===== config.mk =====
export PLATFORM = sky130hd
export DESIGN_NAME = round_controller
export DESIGN_NICKNAME = d
export VERILOG_FILES = /design/src/rtl/fighting_game_pkg.sv /design/src/rtl/round_controller_sec_tick_counter.sv /design/src/rtl/round_controller.sv
export SDC_FILE = /design/constraint.sdc
export NUM_CORES = 1
export LEC_CHECK = 0
export BUFFER_PORTS_ARGS = -buffer_cell sky130_fd_sc_hd__buf_4
export CAP_MARGIN = 20
export CORE_UTILIZATION = 59
export CTS_CLUSTER_SIZE = 28
export DETAILED_ROUTE_END_ITERATION = 8
export PLACE_DENSITY = 0.83
export RECOVER_POWER = 50
export SLEW_MARGIN = 25
export SYNTH_ARGS = -nofsm -noshare
export SYNTH_HDL_FRONTEND = slang
export SYNTH_SLANG_ARGS = --single-unit
export TNS_END_PERCENT = 1

===== constraint.sdc =====
create_clock -name clk -period 3.1 [get_ports clk]
set_clock_uncertainty 0.1 [all_clocks]
set_input_delay 0.31 -clock clk [delete_from_list [all_inputs] [get_ports clk]]
set_output_delay 0.31 -clock clk [all_outputs]
set_load 0.05 [all_outputs]

===== src/rtl/fighting_game_pkg.sv =====
// Shared types for the fighting game: phase and winner
// encodings plus common datapath widths.
package fighting_game_pkg;

  localparam int HEALTH_W = 2;
  localparam int XPOS_W   = 10;

  typedef enum logic [2:0] {
    PH_IDLE      = 3'd0,
    PH_COUNTDOWN = 3'd1,
    PH_FIGHT     = 3'd2,
    PH_ROUND_END = 3'd3,
    PH_MATCH_END = 3'd4
  } phase_e;

  typedef enum logic [1:0] {
    WIN_NONE = 2'b00,
    WIN_P1   = 2'b01,
    WIN_P2   = 2'b10,
    WIN_DRAW = 2'b11
  } winner_e;

  // Higher score wins; ties are a draw.
  function automatic winner_e rank(
    input logic [1:0] a,
    input logic [1:0] b
  );
    if (a > b)      return WIN_P1;
    else if (a < b) return WIN_P2;
    else            return WIN_DRAW;
  endfunction

endpackage


===== src/rtl/round_controller_sec_tick_counter.sv =====
// Free-running modulo-N tick counter; wrap marks one
// elapsed display second.
module sec_tick_counter #(
  parameter int N = 30
) (
  input  logic clk,
  input  logic reset,
  input  logic clear,
  input  logic enable,
  output logic wrap
);

  localparam int W = (N > 1) ? $clog2(N) : 1;

  logic [W-1:0] cnt_q;
  logic [W-1:0] cnt_d;

  assign wrap = enable && (cnt_q == W'(N - 1));

  always_comb begin
    cnt_d = cnt_q;
    if (clear)       cnt_d = '0;
    else if (wrap)   cnt_d = '0;
    else if (enable) cnt_d = cnt_q + W'(1);
  end

  always_ff @(posedge clk) begin
    if (!reset) cnt_q <= '0;
    else        cnt_q <= cnt_d;
  end

endmodule


===== src/rtl/round_controller.sv =====
// Match/round sequencer: countdown, round timer, KO and
// timeout judging, win tally and match result.
module round_controller
  import fighting_game_pkg::*;
#(
  parameter int TICKS_PER_SEC   = 30,
  parameter int COUNT_START     = 3,
  parameter int ROUND_TIME      = 60,
  parameter int ROUND_END_TICKS = 60,
  parameter int WINS_TO_MATCH   = 2,
  parameter int MAX_ROUNDS      = 5
) (
  input  logic                clk,
  input  logic                reset,
  input  logic                start,
  input  logic                game_over1,
  input  logic                game_over2,
  input  logic [HEALTH_W-1:0] health1,
  input  logic [HEALTH_W-1:0] health2,
  output logic [2:0]          phase,
  output logic                controls_en,
  output logic                health_rst,
  output logic [3:0]          countdown,
  output logic [6:0]          time_left,
  output logic [2:0]          round_num,
  output logic [1:0]          wins1,
  output logic [1:0]          wins2,
  output logic [1:0]          winner,
  output logic                match_over
);

  localparam int HW =
    (ROUND_END_TICKS > 1) ? $clog2(ROUND_END_TICKS) : 1;

  phase_e        phase_q, phase_d;
  winner_e       winner_q, winner_d;
  logic          start_prev_q;
  logic          ctl_q, ctl_d;
  logic          hrst_q, hrst_d;
  logic          mo_q, mo_d;
  logic [3:0]    cd_q, cd_d;
  logic [6:0]    tl_q, tl_d;
  logic [2:0]    rnd_q, rnd_d;
  logic [1:0]    w1_q, w1_d;
  logic [1:0]    w2_q, w2_d;
  logic [HW-1:0] hold_q, hold_d;

  logic    start_edge;
  logic    sec;
  logic    tick_clr;
  logic    tick_en;
  logic    enter_cd;
  logic    end_round;
  logic    match_done;
  winner_e res;

  assign start_edge = start & ~start_prev_q;
  assign match_done = (w1_q == 2'(WINS_TO_MATCH))
                   || (w2_q == 2'(WINS_TO_MATCH))
                   || (rnd_q == 3'(MAX_ROUNDS));

  sec_tick_counter #(
    .N(TICKS_PER_SEC)
  ) u_sec (
    .clk    (clk),
    .reset  (reset),
    .clear  (tick_clr),
    .enable (tick_en),
    .wrap   (sec)
  );

  always_comb begin
    phase_d   = phase_q;
    winner_d  = winner_q;
    cd_d      = cd_q;
    tl_d      = tl_q;
    rnd_d     = rnd_q;
    w1_d      = w1_q;
    w2_d      = w2_q;
    hold_d    = hold_q;
    hrst_d    = 1'b0;
    tick_clr  = 1'b0;
    tick_en   = 1'b0;
    enter_cd  = 1'b0;
    end_round = 1'b0;
    res       = WIN_NONE;

    unique case (phase_q)
      PH_IDLE: begin
        if (start_edge) begin
          rnd_d    = 3'd1;
          w1_d     = '0;
          w2_d     = '0;
          winner_d = WIN_NONE;
          enter_cd = 1'b1;
        end
      end
      PH_COUNTDOWN: begin
        tick_en = 1'b1;
        if (sec) begin
          if (cd_q == 4'd1) begin
            cd_d    = '0;
            phase_d = PH_FIGHT;
          end else begin
            cd_d = cd_q - 4'd1;
          end
        end
      end
      PH_FIGHT: begin
        tick_en = 1'b1;
        // KO outranks a timeout landing on the same tick.
        if (game_over1 | game_over2) begin
          end_round = 1'b1;
          res = (game_over1 & game_over2) ? WIN_DRAW :
                game_over1 ? WIN_P2 : WIN_P1;
        end else if (sec) begin
          if (tl_q == 7'd1) begin
            tl_d      = '0;
            end_round = 1'b1;
            res       = rank(health1, health2);
          end else begin
            tl_d = tl_q - 7'd1;
          end
        end
      end
      PH_ROUND_END: begin
        if (hold_q == HW'(ROUND_END_TICKS - 1)) begin
          if (match_done) begin
            phase_d  = PH_MATCH_END;
            winner_d = rank(w1_q, w2_q);
          end else begin
            rnd_d    = rnd_q + 3'd1;
            enter_cd = 1'b1;
          end
        end else begin
          hold_d = hold_q + HW'(1);
        end
      end
      PH_MATCH_END: begin
        if (start_edge) begin
          rnd_d    = 3'd1;
          w1_d     = '0;
          w2_d     = '0;
          winner_d = WIN_NONE;
          enter_cd = 1'b1;
        end
      end
      default: phase_d = PH_IDLE;
    endcase

    if (enter_cd) begin
      phase_d  = PH_COUNTDOWN;
      tick_clr = 1'b1;
      cd_d     = 4'(COUNT_START);
      tl_d     = 7'(ROUND_TIME);
      hrst_d   = 1'b1;
    end

    if (end_round) begin
      phase_d  = PH_ROUND_END;
      winner_d = res;
      hold_d   = '0;
      if (res == WIN_P1 && w1_q < 2'(WINS_TO_MATCH))
        w1_d = w1_q + 2'd1;
      if (res == WIN_P2 && w2_q < 2'(WINS_TO_MATCH))
        w2_d = w2_q + 2'd1;
    end

    ctl_d = (phase_d == PH_FIGHT);
    mo_d  = (phase_d == PH_MATCH_END);
  end

  always_ff @(posedge clk) begin
    if (!reset) begin
      phase_q      <= PH_IDLE;
      winner_q     <= WIN_NONE;
      start_prev_q <= 1'b1;
      ctl_q        <= 1'b0;
      hrst_q       <= 1'b0;
      mo_q         <= 1'b0;
      cd_q         <= '0;
      tl_q         <= '0;
      rnd_q        <= '0;
      w1_q         <= '0;
      w2_q         <= '0;
      hold_q       <= '0;
    end else begin
      phase_q      <= phase_d;
      winner_q     <= winner_d;
      start_prev_q <= start;
      ctl_q        <= ctl_d;
      hrst_q       <= hrst_d;
      mo_q         <= mo_d;
      cd_q         <= cd_d;
      tl_q         <= tl_d;
      rnd_q        <= rnd_d;
      w1_q         <= w1_d;
      w2_q         <= w2_d;
      hold_q       <= hold_d;
    end
  end

  assign phase       = phase_q;
  assign winner      = winner_q;
  assign controls_en = ctl_q;
  assign health_rst  = hrst_q;
  assign match_over  = mo_q;
  assign countdown   = cd_q;
  assign time_left   = tl_q;
  assign round_num   = rnd_q;
  assign wins1       = w1_q;
  assign wins2       = w2_q;

endmodule


# ---- Yosys cells after proc, flatten, opt, wreduce, memory -nomap -nowiden
# Index checks and enable logic that the tools add are counted.
dict set report op_classes {
  n_addsub 7
  multipliers 0
  div_mod_pow 0
  order_cmp 6
  eq_ne 22
  shift 0
  muxes 53
  bitwise_logic 7
  n_reduce_logical 24
}
# cell count
set ops {}
lappend ops {{two-way mux 2 bit} 23}
lappend ops {{two-way mux 3 bit} 9}
lappend ops {{two-way mux 6 bit} 4}
lappend ops {{two-way mux 1 bit} 11}
lappend ops {{== test 3 x 2 -> 1 bit, second input constant} 3}
lappend ops {{== test 3 bit, second input constant} 3}
lappend ops {{case mux 3 bit (3 select lines)} 1}
lappend ops {{AND reduction 4 bit} 2}
lappend ops {{nonzero test 2 bit} 4}
lappend ops {{OR reduction 2 bit} 4}
lappend ops {{== test 7 x 1 -> 1 bit, second input constant} 1}
lappend ops {{two-way mux 7 bit} 1}
lappend ops {{subtractor 7 x 1 -> 7 bit, second input constant} 1}
lappend ops {{adder 6 x 1 -> 6 bit, second input constant} 1}
lappend ops {{== test 2 bit, second input constant} 3}
lappend ops {{== test 6 bit, second input constant} 1}
lappend ops {{!= test 2 bit, second input constant} 3}
lappend ops {{!= test 3 bit, second input constant} 2}
lappend ops {{case mux 3 bit (2 select lines)} 1}
lappend ops {{AND reduction 2 bit} 3}
lappend ops {{AND reduction 3 bit} 2}
lappend ops {{OR reduction 3 bit} 2}
lappend ops {{adder 5 x 1 -> 5 bit, second input constant} 1}
lappend ops {{== test 5 bit, second input constant} 1}
lappend ops {{21 further kinds} 32}
dict set report totals {
  ff_bits 38
  latchBits 0
  ram_bits 0
  rom_bits 0
  input_bits 9
  word_cells 134
  n_memories 0
}

# ---- Longest topological paths before layout
dict set report depth {
  word_depth 11
  mapped_depth 8
  ltp_nobuf 7
}

# ---- Modules after synthesis
# From an unflattened synthesis, not the netlist that was laid out.
dict set report unflattened {
  hier_cells 238
  area_unflattened_um2 2080.7
}
# module n_inst cells_per_inst area_per_inst_um2 seq_area_each_um2
set by_module_without_submodules {}
lappend by_module_without_submodules {round_controller 1 213 1840.5 660.6}
lappend by_module_without_submodules {sec_tick_counter 1 25 240.2 100.1}

# ---- Worst setup path before layout
# No wires, ideal clock.
dict set report synth_timing {
  kind {reg-to-reg}
  from {register w2_q[0] (netlist: wins2[0])}
  to {register ctl_q (netlist: controls_en)}
  setup_time_ps 115
  t_arrival_ps 2226
  path_slack_ps 659
  path_stages_with_launch 8
  path_buffers 0
  period_less_slack_ps 2441
  cell_sequence {dfxtp_1 > inv_1 > ha_1 > a211o_1 > o41ai_2 > nor2_1 > and3_1 > and2_1}
}
dict set report synth_between {
  elab_chain_len 9
}
# item line
set synth_rtl {}
lappend synth_rtl {{start: declaration} round_controller.sv:45} ;# logic [1:0] w2_q, w2_d;
lappend synth_rtl {{start signal: assignment} round_controller.sv:198} ;# w2_q <= w2_d;
lappend synth_rtl {{== test 2 bit *} round_controller.sv:59} ;# || (w2_q == 2'(WINS_TO_MATCH))
lappend synth_rtl {{logical OR 1 bit *} round_controller.sv:59}
lappend synth_rtl {{logical OR 1 bit *} round_controller.sv:60} ;# || (rnd_q == 3'(MAX_ROUNDS));
lappend synth_rtl {{two-way mux 3 bit or two-way mux 1 bit (tied branches)} round_controller.sv:128} ;# if (match_done) begin
lappend synth_rtl {{two-way mux 3 bit or two-way mux 1 bit (tied branches)} round_controller.sv:127} ;# if (hold_q == HW'(ROUND_END_TICKS - 1)) begin
lappend synth_rtl {{case mux 3 bit (3 select lines) or case mux 1 bit (2 select lines) (tied branches)} round_controller.sv:88} ;# unique case (phase_q)
lappend synth_rtl {{two-way mux 3 bit *} round_controller.sv:151} ;# if (enter_cd) begin
lappend synth_rtl {{two-way mux 3 bit *} round_controller.sv:159} ;# if (end_round) begin
lappend synth_rtl {{== test 3 x 2 -> 1 bit *} round_controller.sv:169} ;# ctl_d = (phase_d == PH_FIGHT);
lappend synth_rtl {{end signal: assignment} round_controller.sv:191} ;# ctl_q <= ctl_d;
lappend synth_rtl {{end: declaration} round_controller.sv:38} ;# logic ctl_q, ctl_d;
# Mark *: on every way between the ends. The rest lies on a longest branch, timed or not.
# A chain may end at the register's enable or synchronous reset.

# ---- Final worst setup path
# Ends and elaborated chain as after synthesis.

==> metrics <==
Port Buffer Count 34; PD cells 382 nW/um^2; TritonCTS clock tree yes; area grow syn2layout 11.0%; CTS Root Cell clkbuf_4; Final Hold Viols 0; Max-Slew Margin vs Limit 0.480; Int Power 0.615 mW; vias in the first global route 1588; io pins 35; final count of pins violating max slew 0; Die Area 3660 um^2; CP bufs+invs 1; Mean Syn Cell Area 8.77 um^2; Leak 0.871 nW; drt pass-1 iters 6; fmax 0.426 GHz; Total Power Consumption 0.855 mW; CP Launch Point wins2[0]; fin cells 307; Worst EP arrival 2.49 ns; Die H 60.5 um; initial antenna violation count 0; CP max stage delay 0.70 ns; Post-synth top flop dfxtp_1; Mapped Cells 230; Yosys cell types 53; ANT nets after route 0; later-pin clock latency in the skew report 0.34 ns; Switching Fraction 0.281; commonest non-fill, non-tap cell in the layout dfxtp_1; DP HPWL 3070 um; min Tclk post-route 2.35 ns; placed cells 300; Clock H-tree levels 2; drc violations 0; Final Cell Area 2240 um^2; WP data required 3.24 ns; most frequent cells in the layout 38 x dfxtp_1, 29 x nor2_1, 27 x clkbuf_1; Mapped Area 2020 um^2; top cell type by total area after synthesis dfxtp_1; # setup viols final 0; RSZ-0062 raised after global routing false; CP Launch Type flip-flop; Longest Clk Path Bufs 2; WL per Instance 13.3 um; warning count from the yosys run 0; share of cells above drive strength 1 0.0837; post-synth top area share 0.377; Syn Nets 254; Total GRT Usage 0.248; #FFs+latches synth 38; hold crit path type input port to flip-flop; Worst Max-Slew Pin Slew 0.771 ns; Vias 1737; Worst path slowest cell o41ai_2; die span in x 60.5 um; Max-cap violations 0; postcts setup bufs 0; delay-heaviest family, CP compound AO/OA/AOI/OAI gates; Nets 287; R2R Path Start wins2[0]; Crit Path Max Fanout 8; largest cells by area after synthesis dfxtp_1 38%, ha_1 9.3%, nor2_1 5.4%, xor2_1 3.5%, inv_1 2.6%; part of the power in registers 0.598; EDFF count, synth 0; DR vias/cell 5.66; setup TNS 0 ns; First DRT Iteration DRCs 64; Ant. Diodes 0; worst-path cell chain inv_1 > ha_1 > a211o_1 > o41ai_2 > nor2_1 > and3_1 > and2_1; Comb pwr share 0.127; first-pass GRT wire length 6760 um; placed inst area 2290 um^2; clock slew seen by the registers of the worst setup and hold paths 0.11 ns; Post-Route WL 4090 um; switching power 0.240 mW; hold path start start; Hold Buf Count CTS 0; register area share after synthesis 0.377; outcome finished clean; Sink Count 38; Crit Path Category flip-flop to flip-flop; period utilisation layout 0.758; Num CTS Buffers 5; CP Capture Type flip-flop; gpl congestion 0.838; # rows 20; Post-synth ARST share 0; pin count of the biggest net entering global routing 19; clock share of power 0.275; global route total overflow 0; Starting Density 0.640; Core ar. 3150 um^2; VDD IR max 230 uV; PostCTS Resize Cnt 0
## routing by layer
layer	global-route usage	part of all wire
met5	0	0
met3	0.0469	0.036
met4	0.117	0.015
met1	0.312	0.48
met2	0.410	0.47
## path summary, 6_finish.rpt
path / endpoint / slack, ns / cells past startpoint
max: controls_en / 0.75 / 7
min: start_prev_q / 0.06 / 2
max reg2reg: controls_en / 0.75 / 7
min reg2reg: wins2[1] / 0.41 / 2
## area by class of cell
cell class / count / area [um^2]
Clock inverter: 2 / 10.0
Fill cell: 297 / 913
Multi-Input combinational cell: 170 / 1170
Sequential cell: 38 / 761
Tap cell: 44 / 55.1
Clock buffer: 5 / 37.5
Inverter: 14 / 52.6
Timing Repair Buffer: 34 / 154
## flip-flops by register name (all words and copies together), names as in the netlist
| register | count |
|---|---|
| start_prev_q | 1 |
| health_rst | 1 |
| round_num | 3 |
| wins2 | 2 |
| hold_q | 6 |
| countdown | 4 |
| u_sec.cnt_q | 5 |
| controls_en | 1 |
| match_over | 1 |
| winner | 2 |
| phase | 3 |
| time_left | 7 |
| wins1 | 2 |
## per-stage QoR
| step | hold WS, ns | util | worst slack, ns |
|---|---|---|---|
| global route | 0.0743 | 0.710 | 0.623 |
| global placement | 0.380 | 0.727 | 0.877 |
| CTS | 0.0527 | 0.742 | 0.769 |
| detailed placement | 0.397 | 0.727 | 0.796 |
| finish | 0.0627 | 0.710 | 0.752 |
| floorplan | 0.311 | - | 0.659 |
## kinds of logic (layout without fill, tap and decap cells)
| family | Yosys count | in the layout | synth area share |
|---|---|---|---|
| and+or+nand+nor | 93 | 93 | 0.244 |
| AOI/OAI and AO/OA | 41 | 41 | 0.146 |
| DFF | 38 | 38 | 0.377 |
| buffers and inverters | 22 | 55 | 0.0434 |
| adders and majority gates | 15 | 15 | 0.0930 |
| xor gates and xnor gates | 14 | 14 | 0.0608 |
| muxes | 7 | 7 | 0.0360 |
## cells in the mapped netlist, types with 2 or more instances
master    instances
buf_2             4
nor4_1            6
nor2b_1           2
a211oi_1          5
dfxtp_1          38
xnor2_1           6
nor2_1           29
mux2i_1           5
nand3_1           5
o21a_1            3
nand2_1          14
nand4_1           8
or4_1             2
o21ai_0           7
xor2_1            8
nor3_1            3
inv_1            14
o31ai_1           2
ha_1             15
a21oi_1          10
nand2b_1          6
clkbuf_1          4
and2_1            3
or3_1             2
## power by group through the flow
stage          sequential, mW  clock, mW  combinational (mW)
2_1_floorplan           0.548          0              0.0570
4_1_cts                 0.511      0.242               0.117
6_report                0.511      0.235               0.109
3_5_place_dp            0.522          0               0.116
3_3_place_gp            0.521          0               0.114
5_1_grt                 0.513      0.260               0.119
Note: power is estimated with default switching activity, not from simulation.
